$ cat config.mk
export PLATFORM = sky130hd
export DESIGN_NAME = led_mode_sequencer
export DESIGN_NICKNAME = d
export VERILOG_FILES = /design/src/rtl/led_mode_sequencer.sv
export SDC_FILE = /design/constraint.sdc
export NUM_CORES = 1
export LEC_CHECK = 0
export ABC_AREA = 1
export CAP_MARGIN = 5
export CORE_UTILIZATION = 23
export CTS_CLUSTER_SIZE = 16
export DETAILED_ROUTE_END_ITERATION = 8
export DONT_BUFFER_PORTS = 1
export GPL_TIMING_DRIVEN = 0
export PLACE_DENSITY_LB_ADDON = 0.2
export SLEW_MARGIN = 20
export SYNTH_ARGS = -nofsm -noshare
export SYNTH_HDL_FRONTEND = slang
export SYNTH_SLANG_ARGS = --single-unit
$ cat constraint.sdc
create_clock -name CLK -period 4.4 [get_ports CLK]
set_input_delay 1.32 -clock CLK [delete_from_list [all_inputs] [get_ports CLK]]
set_output_delay 1.32 -clock CLK [all_outputs]
set_load 0.03 [all_outputs]
$ cat src/rtl/led_mode_sequencer.sv
`default_nettype none
// ============================================================================
// Module   : led_mode_sequencer
// Purpose  : Front-panel LED1 controller. Two active-low push-buttons are
//            synchronised and debounced, and each accepted press becomes a
//            one-cycle event. BUT1 events step the display mode forward and
//            BUT2 events force it to OFF. LED1 is driven steady or blinking
//            from one shared half-period counter.
// Ports    : CLK   - system clock, rising edge
//            RST_N - asynchronous active-low reset, released synchronously
//            BUT1  - raw button, active-low; a press advances the mode
//            BUT2  - raw button, active-low; a press forces mode OFF
//            LED1  - registered LED drive, 1 = lit
//            MODE  - registered mode: 0 OFF, 1 ON, 2 BLINK_SLOW,
//                    3 BLINK_FAST, 4 DIM (DIM only with LED_DIM_MODE_EN)
// Options  : LED_DIM_MODE_EN - adds the DIM mode (1/8 duty PWM) after
//            BLINK_FAST in the BUT1 sequence.
// Revision : 1.0 - initial release
// ============================================================================
module led_mode_sequencer #(
  parameter int DEBOUNCE_CYCLES  = 250000,
  parameter int SLOW_HALF_PERIOD = 12500000,
  parameter int FAST_HALF_PERIOD = 3125000
) (
  input  logic       CLK,
  input  logic       RST_N,
  input  logic       BUT1,
  input  logic       BUT2,
  output logic       LED1,
  output logic [2:0] MODE
);

  localparam int c_DB_W    = $clog2(DEBOUNCE_CYCLES);
  localparam int c_HMAX    = (SLOW_HALF_PERIOD > FAST_HALF_PERIOD) ?
                             SLOW_HALF_PERIOD : FAST_HALF_PERIOD;
  localparam int c_BLINK_W = (c_HMAX > 1) ? $clog2(c_HMAX) : 1;

  localparam logic [c_DB_W-1:0]    c_DB_LAST   = c_DB_W'(DEBOUNCE_CYCLES - 1);
  localparam logic [c_BLINK_W-1:0] c_SLOW_LAST = c_BLINK_W'(SLOW_HALF_PERIOD - 1);
  localparam logic [c_BLINK_W-1:0] c_FAST_LAST = c_BLINK_W'(FAST_HALF_PERIOD - 1);

`ifdef LED_DIM_MODE_EN
  typedef enum logic [2:0] {
    S_OFF  = 3'd0,
    S_ON   = 3'd1,
    S_SLOW = 3'd2,
    S_FAST = 3'd3,
    S_DIM  = 3'd4
  } mode_t;
`else
  typedef enum logic [1:0] {
    S_OFF  = 2'd0,
    S_ON   = 2'd1,
    S_SLOW = 2'd2,
    S_FAST = 2'd3
  } mode_t;
`endif

  logic [1:0] w_raw;
  logic [1:0] w_press;   // bit 0 = BUT1 event, bit 1 = BUT2 event

  assign w_raw = {BUT2, BUT1};

  // --------------------------------------------------------------------------
  // Per-button synchroniser, debouncer and press-event generator
  // --------------------------------------------------------------------------
  for (genvar gi = 0; gi < 2; gi++) begin : g_btn
    logic              r_s1;
    logic              r_s2;
    logic              r_stable;
    logic              r_press;
    logic [c_DB_W-1:0] r_cnt;

    always_ff @(posedge CLK or negedge RST_N) begin
      if (!RST_N) begin
        r_s1     <= 1'b1;
        r_s2     <= 1'b1;
        r_stable <= 1'b1;
        r_press  <= 1'b0;
        r_cnt    <= '0;
      end else begin
        r_s1    <= w_raw[gi];
        r_s2    <= r_s1;
        r_press <= 1'b0;
        if (r_s2 == r_stable) begin
          r_cnt <= '0;
        end else if (r_cnt == c_DB_LAST) begin
          // New level held long enough: accept it. Only the 1->0 edge
          // (a press) raises an event.
          r_stable <= r_s2;
          r_cnt    <= '0;
          r_press  <= ~r_s2;
        end else begin
          r_cnt <= r_cnt + 1'b1;
        end
      end
    end

    assign w_press[gi] = r_press;
  end

  // --------------------------------------------------------------------------
  // Mode sequencing and LED drive
  // --------------------------------------------------------------------------
  mode_t                r_mode;
  mode_t                w_next_mode;
  logic                 w_change;
  logic                 r_led;
  logic                 r_phase;
  logic [c_BLINK_W-1:0] r_blink_cnt;
  logic [c_BLINK_W-1:0] w_half_last;
`ifdef LED_DIM_MODE_EN
  logic [2:0]           r_pwm;
`endif

  always_comb begin
    w_next_mode = r_mode;
    if (w_press[1]) begin
      // BUT2 has priority over a simultaneous BUT1 event
      w_next_mode = S_OFF;
    end else if (w_press[0]) begin
      case (r_mode)
        S_OFF:   w_next_mode = S_ON;
        S_ON:    w_next_mode = S_SLOW;
        S_SLOW:  w_next_mode = S_FAST;
`ifdef LED_DIM_MODE_EN
        S_FAST:  w_next_mode = S_DIM;
`endif
        default: w_next_mode = S_OFF;
      endcase
    end
    // BUT2 while already OFF lands here as "no change"
    w_change = (w_next_mode != r_mode);
  end

  assign w_half_last = (r_mode == S_SLOW) ? c_SLOW_LAST : c_FAST_LAST;

  always_ff @(posedge CLK or negedge RST_N) begin
    if (!RST_N) begin
      r_mode      <= S_OFF;
      r_led       <= 1'b0;
      r_phase     <= 1'b1;
      r_blink_cnt <= '0;
`ifdef LED_DIM_MODE_EN
      r_pwm       <= '0;
`endif
    end else begin
      r_mode <= w_next_mode;
`ifdef LED_DIM_MODE_EN
      r_pwm  <= r_pwm + 3'd1;
`endif
      if (w_change) begin
        // Every non-OFF mode starts lit: ON is steady, blink modes begin in
        // phase 1, and DIM begins at PWM count 0.
        r_blink_cnt <= '0;
        r_phase     <= 1'b1;
        r_led       <= (w_next_mode != S_OFF);
`ifdef LED_DIM_MODE_EN
        if (w_next_mode == S_DIM) begin
          r_pwm <= '0;
        end
`endif
      end else begin
        case (r_mode)
          S_SLOW, S_FAST: begin
            if (r_blink_cnt == w_half_last) begin
              r_blink_cnt <= '0;
              r_phase     <= ~r_phase;
              r_led       <= ~r_phase;
            end else begin
              r_blink_cnt <= r_blink_cnt + 1'b1;
              r_led       <= r_phase;
            end
          end
          S_ON: begin
            r_blink_cnt <= '0;
            r_led       <= 1'b1;
          end
`ifdef LED_DIM_MODE_EN
          S_DIM: begin
            // Lit when the PWM counter wraps to 0 on this edge
            r_blink_cnt <= '0;
            r_led       <= (r_pwm == 3'd7);
          end
`endif
          default: begin
            r_blink_cnt <= '0;
            r_led       <= 1'b0;
          end
        endcase
      end
    end
  end

  assign LED1 = r_led;
`ifdef LED_DIM_MODE_EN
  assign MODE = r_mode;
`else
  assign MODE = {1'b0, r_mode};
`endif

endmodule
`default_nettype wire

Word-level counts from Yosys, hierarchy flattened
Cells that the tools add are included.
{"block": "op_classes", "addsub": 3, "n_reduce_logical": 6, "bitwise": 5, "eq_ne": 9, "n_mux": 20}
{"cell": "24-bit two-way mux", "n": 4}
{"cell": "18-bit two-way mux", "n": 4}
{"cell": "18-bit by 1-bit adder with 18-bit output, second input constant", "n": 2}
{"cell": "18-bit == test, second input constant", "n": 2}
{"cell": "24-bit by 1-bit adder with 24-bit output, second input constant", "n": 1}
{"cell": "24-bit == test", "n": 1}
{"cell": "1-bit two-way mux", "n": 8}
{"cell": "2-bit one-hot mux with 3 select lines", "n": 1}
{"cell": "1-bit NOT", "n": 5}
{"cell": "2-bit == test, second input constant", "n": 2}
{"cell": "2-bit two-way mux", "n": 2}
{"cell": "2-bit AND reduction", "n": 2}
{"cell": "2-bit nonzero test", "n": 2}
{"cell": "1-bit == test", "n": 2}
{"cell": "2-bit by 1-bit == test with 1-bit output, second input constant", "n": 1}
{"cell": "2-bit logical NOT", "n": 1}
{"cell": "2-bit != test", "n": 1}
{"cell": "1-bit one-hot mux with 2 select lines", "n": 1}
{"cell": "2-bit OR reduction", "n": 1}
{"block": "totals", "wordCells": 57, "input_bits": 4, "reg_bits": 72, "out_inout_bits": 4}

Depth between registers and ports, before layout
{"block": "logic_depth", "ltp_word": 6, "ltp_mapped": 12}

Least setup slack after synthesis
OpenSTA, ideal clock, no wires.
{"block": "synth_path", "path_kind": "reg2out", "startpoint": "register r_mode[1]", "endpoint": "output port MODE[1]", "n_path_buf": 0, "path_slack_ns": 2.535, "t_arrival_ns": 0.545, "path_stages_with_launch": 1, "required_ns": 3.080, "cell_sequence": "dfrtp_1"}
{"item": "start: declaration", "line": "105", "source": "mode_t r_mode;"}
{"item": "start signal: assignment", "line": "148", "source": "r_mode <= w_next_mode;"}
{"item": "end: declaration", "line": "30", "source": "output logic [2:0] MODE"}
No word-level cell between the ends.

Worst setup path after layout
{"block": "layout_path", "startpoint": "register r_mode[1]", "endpoint": "output port MODE[1]"}
No word-level cell between the ends.

==> results.yml <==
drt:
  avgViaCountPerCell: 4.28
  ant_nets: 0
  drc: 0
  first_pass_iters: 5
  vias: 3206
  drt_wl_total_mm: 9.02
  drt_iter0_drc: 125
  wl_per_cell_um: 12.0
critical_path:
  r2r_cells: 11
  timing.rr.end: "r_blink_cnt[4]"
  end_kind: "primary output"
  crit_fanout: 6
  rrSetupSlack_ps: 2270
  r2r_start: "r_mode[0]"
  crit_path_start_kind: "flip-flop"
  worstPathRequired_ps: 3080
  arrival_ps: 940
  crit_type: "reg -> out"
placed_design:
  portBuffers: 0
  hpwl_mm: 6.59
  gp_congestion: 0.810
yosys:
  yosysUniqueCellTypes: 32
  synth_fp_nets: 517
  synth-seq-cells: 72
  synth-compound-area-share_pct: 2.88
  synthMuxAreaShare_pct: 0
  ys_warn_count: 0
  ys_seq_area_share_pct: 44.8
  synth_xor_area_share_pct: 7.15
  synth_top_family_by_area: "simple AND/OR/NAND/NOR gates"
  synth-simple-area-share_pct: 36.2
  netlist_instances: 508
  avgSynthCellArea_um2: 7.96
  synthAdderAreaFrac_pct: 1.55
  synth_top_flop_cell: "dfrtp_1"
  async_flop_share_pct: 100
  syn_area_mm2: 0.00404
  synth_edf_count: 0
grt:
  grt_pass1_wl_mm: 15.8
  grt_use_met3_pct: 2.44
  grt_pass1_vias: 3263
  overflow: 0
  grt_util_all_layers_pct: 11.3
  globalRoute.busiestLayer: "met2"
  grt_use_met1_pct: 15.5
  grt_max_degree: 73
  met2_usage_pct: 16.9
  antenna_found_initial: 0
floorplanning:
  die_w_um: 135
  dieArea_mm2: 0.0181
  rows: 48
  start_util_pct: 23.4
  dieHeight_um: 135
  core_mm2: 0.0172
  ioPinCount: 8
layout:
  drive_gt1_share_pct: 12.2
  area_delta_synth_final_pct: 14.0
  final_common_cell: "nand2_1"
  diodes: 0
  finish.net_count: 528
  regArea_mm2: 0.00181
  fillCellCount: 1866
  multi_input_area_mm2: 0.00193
  mostFrequentLayoutCells: "99 x nand2_1, 96 x nor2_1, 65 x dfrtp_1, 63 x inv_1, 28 x nor3_1"
clocking:
  root_buffer: "clkbuf_16"
  cts_resized: 0
  cts_hold_buf: 0
  cts.reportedPaths.clkPinSlew_ps: 50
  cts_buffers: 9
  insertion_delay_ps: 330
  clock_path_buffers: 2
  cts_tree: "built"
  cts_setup_buffers: 0
  clock_sinks: 72
  h-tree-depth: 3
outcome:
  status: "completed"
sta:
  tightest_slew_ps: 519
  fmax_ghz: 0.443
  period_needed_ps: 2260
  setup_viol: 0
  finClkSkew_ps: 4.09
  holdWs_ps: 354
  finalCritPeriodShare_pct: 51.3
  hold_viol_final: 0
  rsz0062_at_grt: "false"
  slew_headroom_pct: 65.2
  slew_violations: 0
  setup-tns-final_ps: 0
power_and_ir_drop:
  power_leakage_nw: 1.91
  powerDensity_mw_per_mm2: 303
  ir_worst_vdd_uv: 147
min_path:
  hold_depth: 0
  worstHoldEndpoint: "g_btn[1].r_s2"
  worstHoldStart: "g_btn[1].r_s1"
  hold_path_class: "reg -> reg"
run:
  maxCapViolations: 0
==> per-layer routing <==
metal	part of all wire, %	vias to the layer above
met5	0	-
met4	1.6	0
met3	3.6	11
met2	44	65
met1	51	1509
li1	-	1621
==> worst max path at each step <==
| stage | startpoint | to | depth (start not counted) |
|---|---|---|---|
| after floorplan | r_mode[1] | MODE[1] | 0 |
| after global placement | r_mode[0] | r_blink_cnt[5] | 11 |
| after detailed placement | r_mode[0] | r_blink_cnt[4] | 11 |
| after CTS | r_mode[1] | MODE[1] | 0 |
| after global routing | r_mode[0] | r_blink_cnt[5] | 11 |
| final | r_mode[1] | MODE[1] | 0 |
==> power by group <==
| part | internal (mW) | total (mW) | leakage (nW) | switching [mW] |
|---|---|---|---|---|
| Combinational | 0.00617 | 0.0190 | 0.790 | 0.0128 |
| Clock | 0.425 | 0.700 | 0.145 | 0.275 |
| Sequential | 0.670 | 0.676 | 0.976 | 0.00531 |
| Total | 1.10 | 1.39 | 1.91 | 0.293 |
==> sequential cells by signal, summed over array words and instances (netlist names) <==
name	cells
g_btn.r_cnt	36
r_blink_cnt	24
r_mode	2
LED1	1
r_phase	1
g_btn.r_press	2
g_btn.r_stable	2
g_btn.r_s1	2
g_btn.r_s2	2
==> layout make-up <==
type	count	share of cell area, %
plain buffers	4	0.733
clock buffers	13	5.86
clock inverters	3	0.326
inverters	70	5.70
multi-input cells	362	42.0
flip-flops and latches	72	39.3
well taps	225	6.11
==> through the flow <==
stage / setup slack [ps] / util, % / instances / cell area [um2] / power [mW]
finish: 2140 / 26.7 / 749 / 4610 / 1.39
global route: 2090 / 26.7 / 749 / 4610 / 1.45
floorplan: 2540 / - / 508 / 4040 / 0.700
detailed placement: 2280 / 25.1 / 733 / 4320 / 0.707
CTS: 2120 / 26.7 / 749 / 4610 / 1.42
global placement: 2280 / 25.1 / 733 / 4320 / 0.706
==> Yosys cell counts (3+ instances only) <==
cell type / instances / share of area [%]
nor2_1: 96 / 8.9
dfrtp_1: 65 / 40
nor2_4: 8 / 2.2
nor3_1: 28 / 3.5
nand4_1: 14 / 2.2
nand2_1: 99 / 9.2
ha_1: 5 / 1.5
nor4_1: 3 / 0.46
a31oi_1: 4 / 0.62
xnor2_1: 6 / 1.3
nand3_2: 5 / 1.2
inv_1: 63 / 5.9
nor3b_1: 5 / 0.93
dfstp_2: 7 / 4.6
nor3_2: 6 / 1.5
xor2_1: 27 / 5.9
o21ai_0: 4 / 0.50
inv_2: 7 / 0.65
buf_4: 3 / 0.56
a21oi_1: 8 / 0.99
nand3_1: 27 / 3.3
nand2_2: 4 / 0.62
nand2_4: 3 / 0.84
==> logic make-up (layout without fill, tap and decap cells) <==
group	after synthesis	in the layout
and+or+nand+nor	303	303
buffers and inverters	74	90
DFF	72	72
xor gates and xnor gates	33	33
AOI/OAI and AO/OA	20	20
adders and majority gates	5	5
other	1	1
Power figures use the tool's default switching activity.
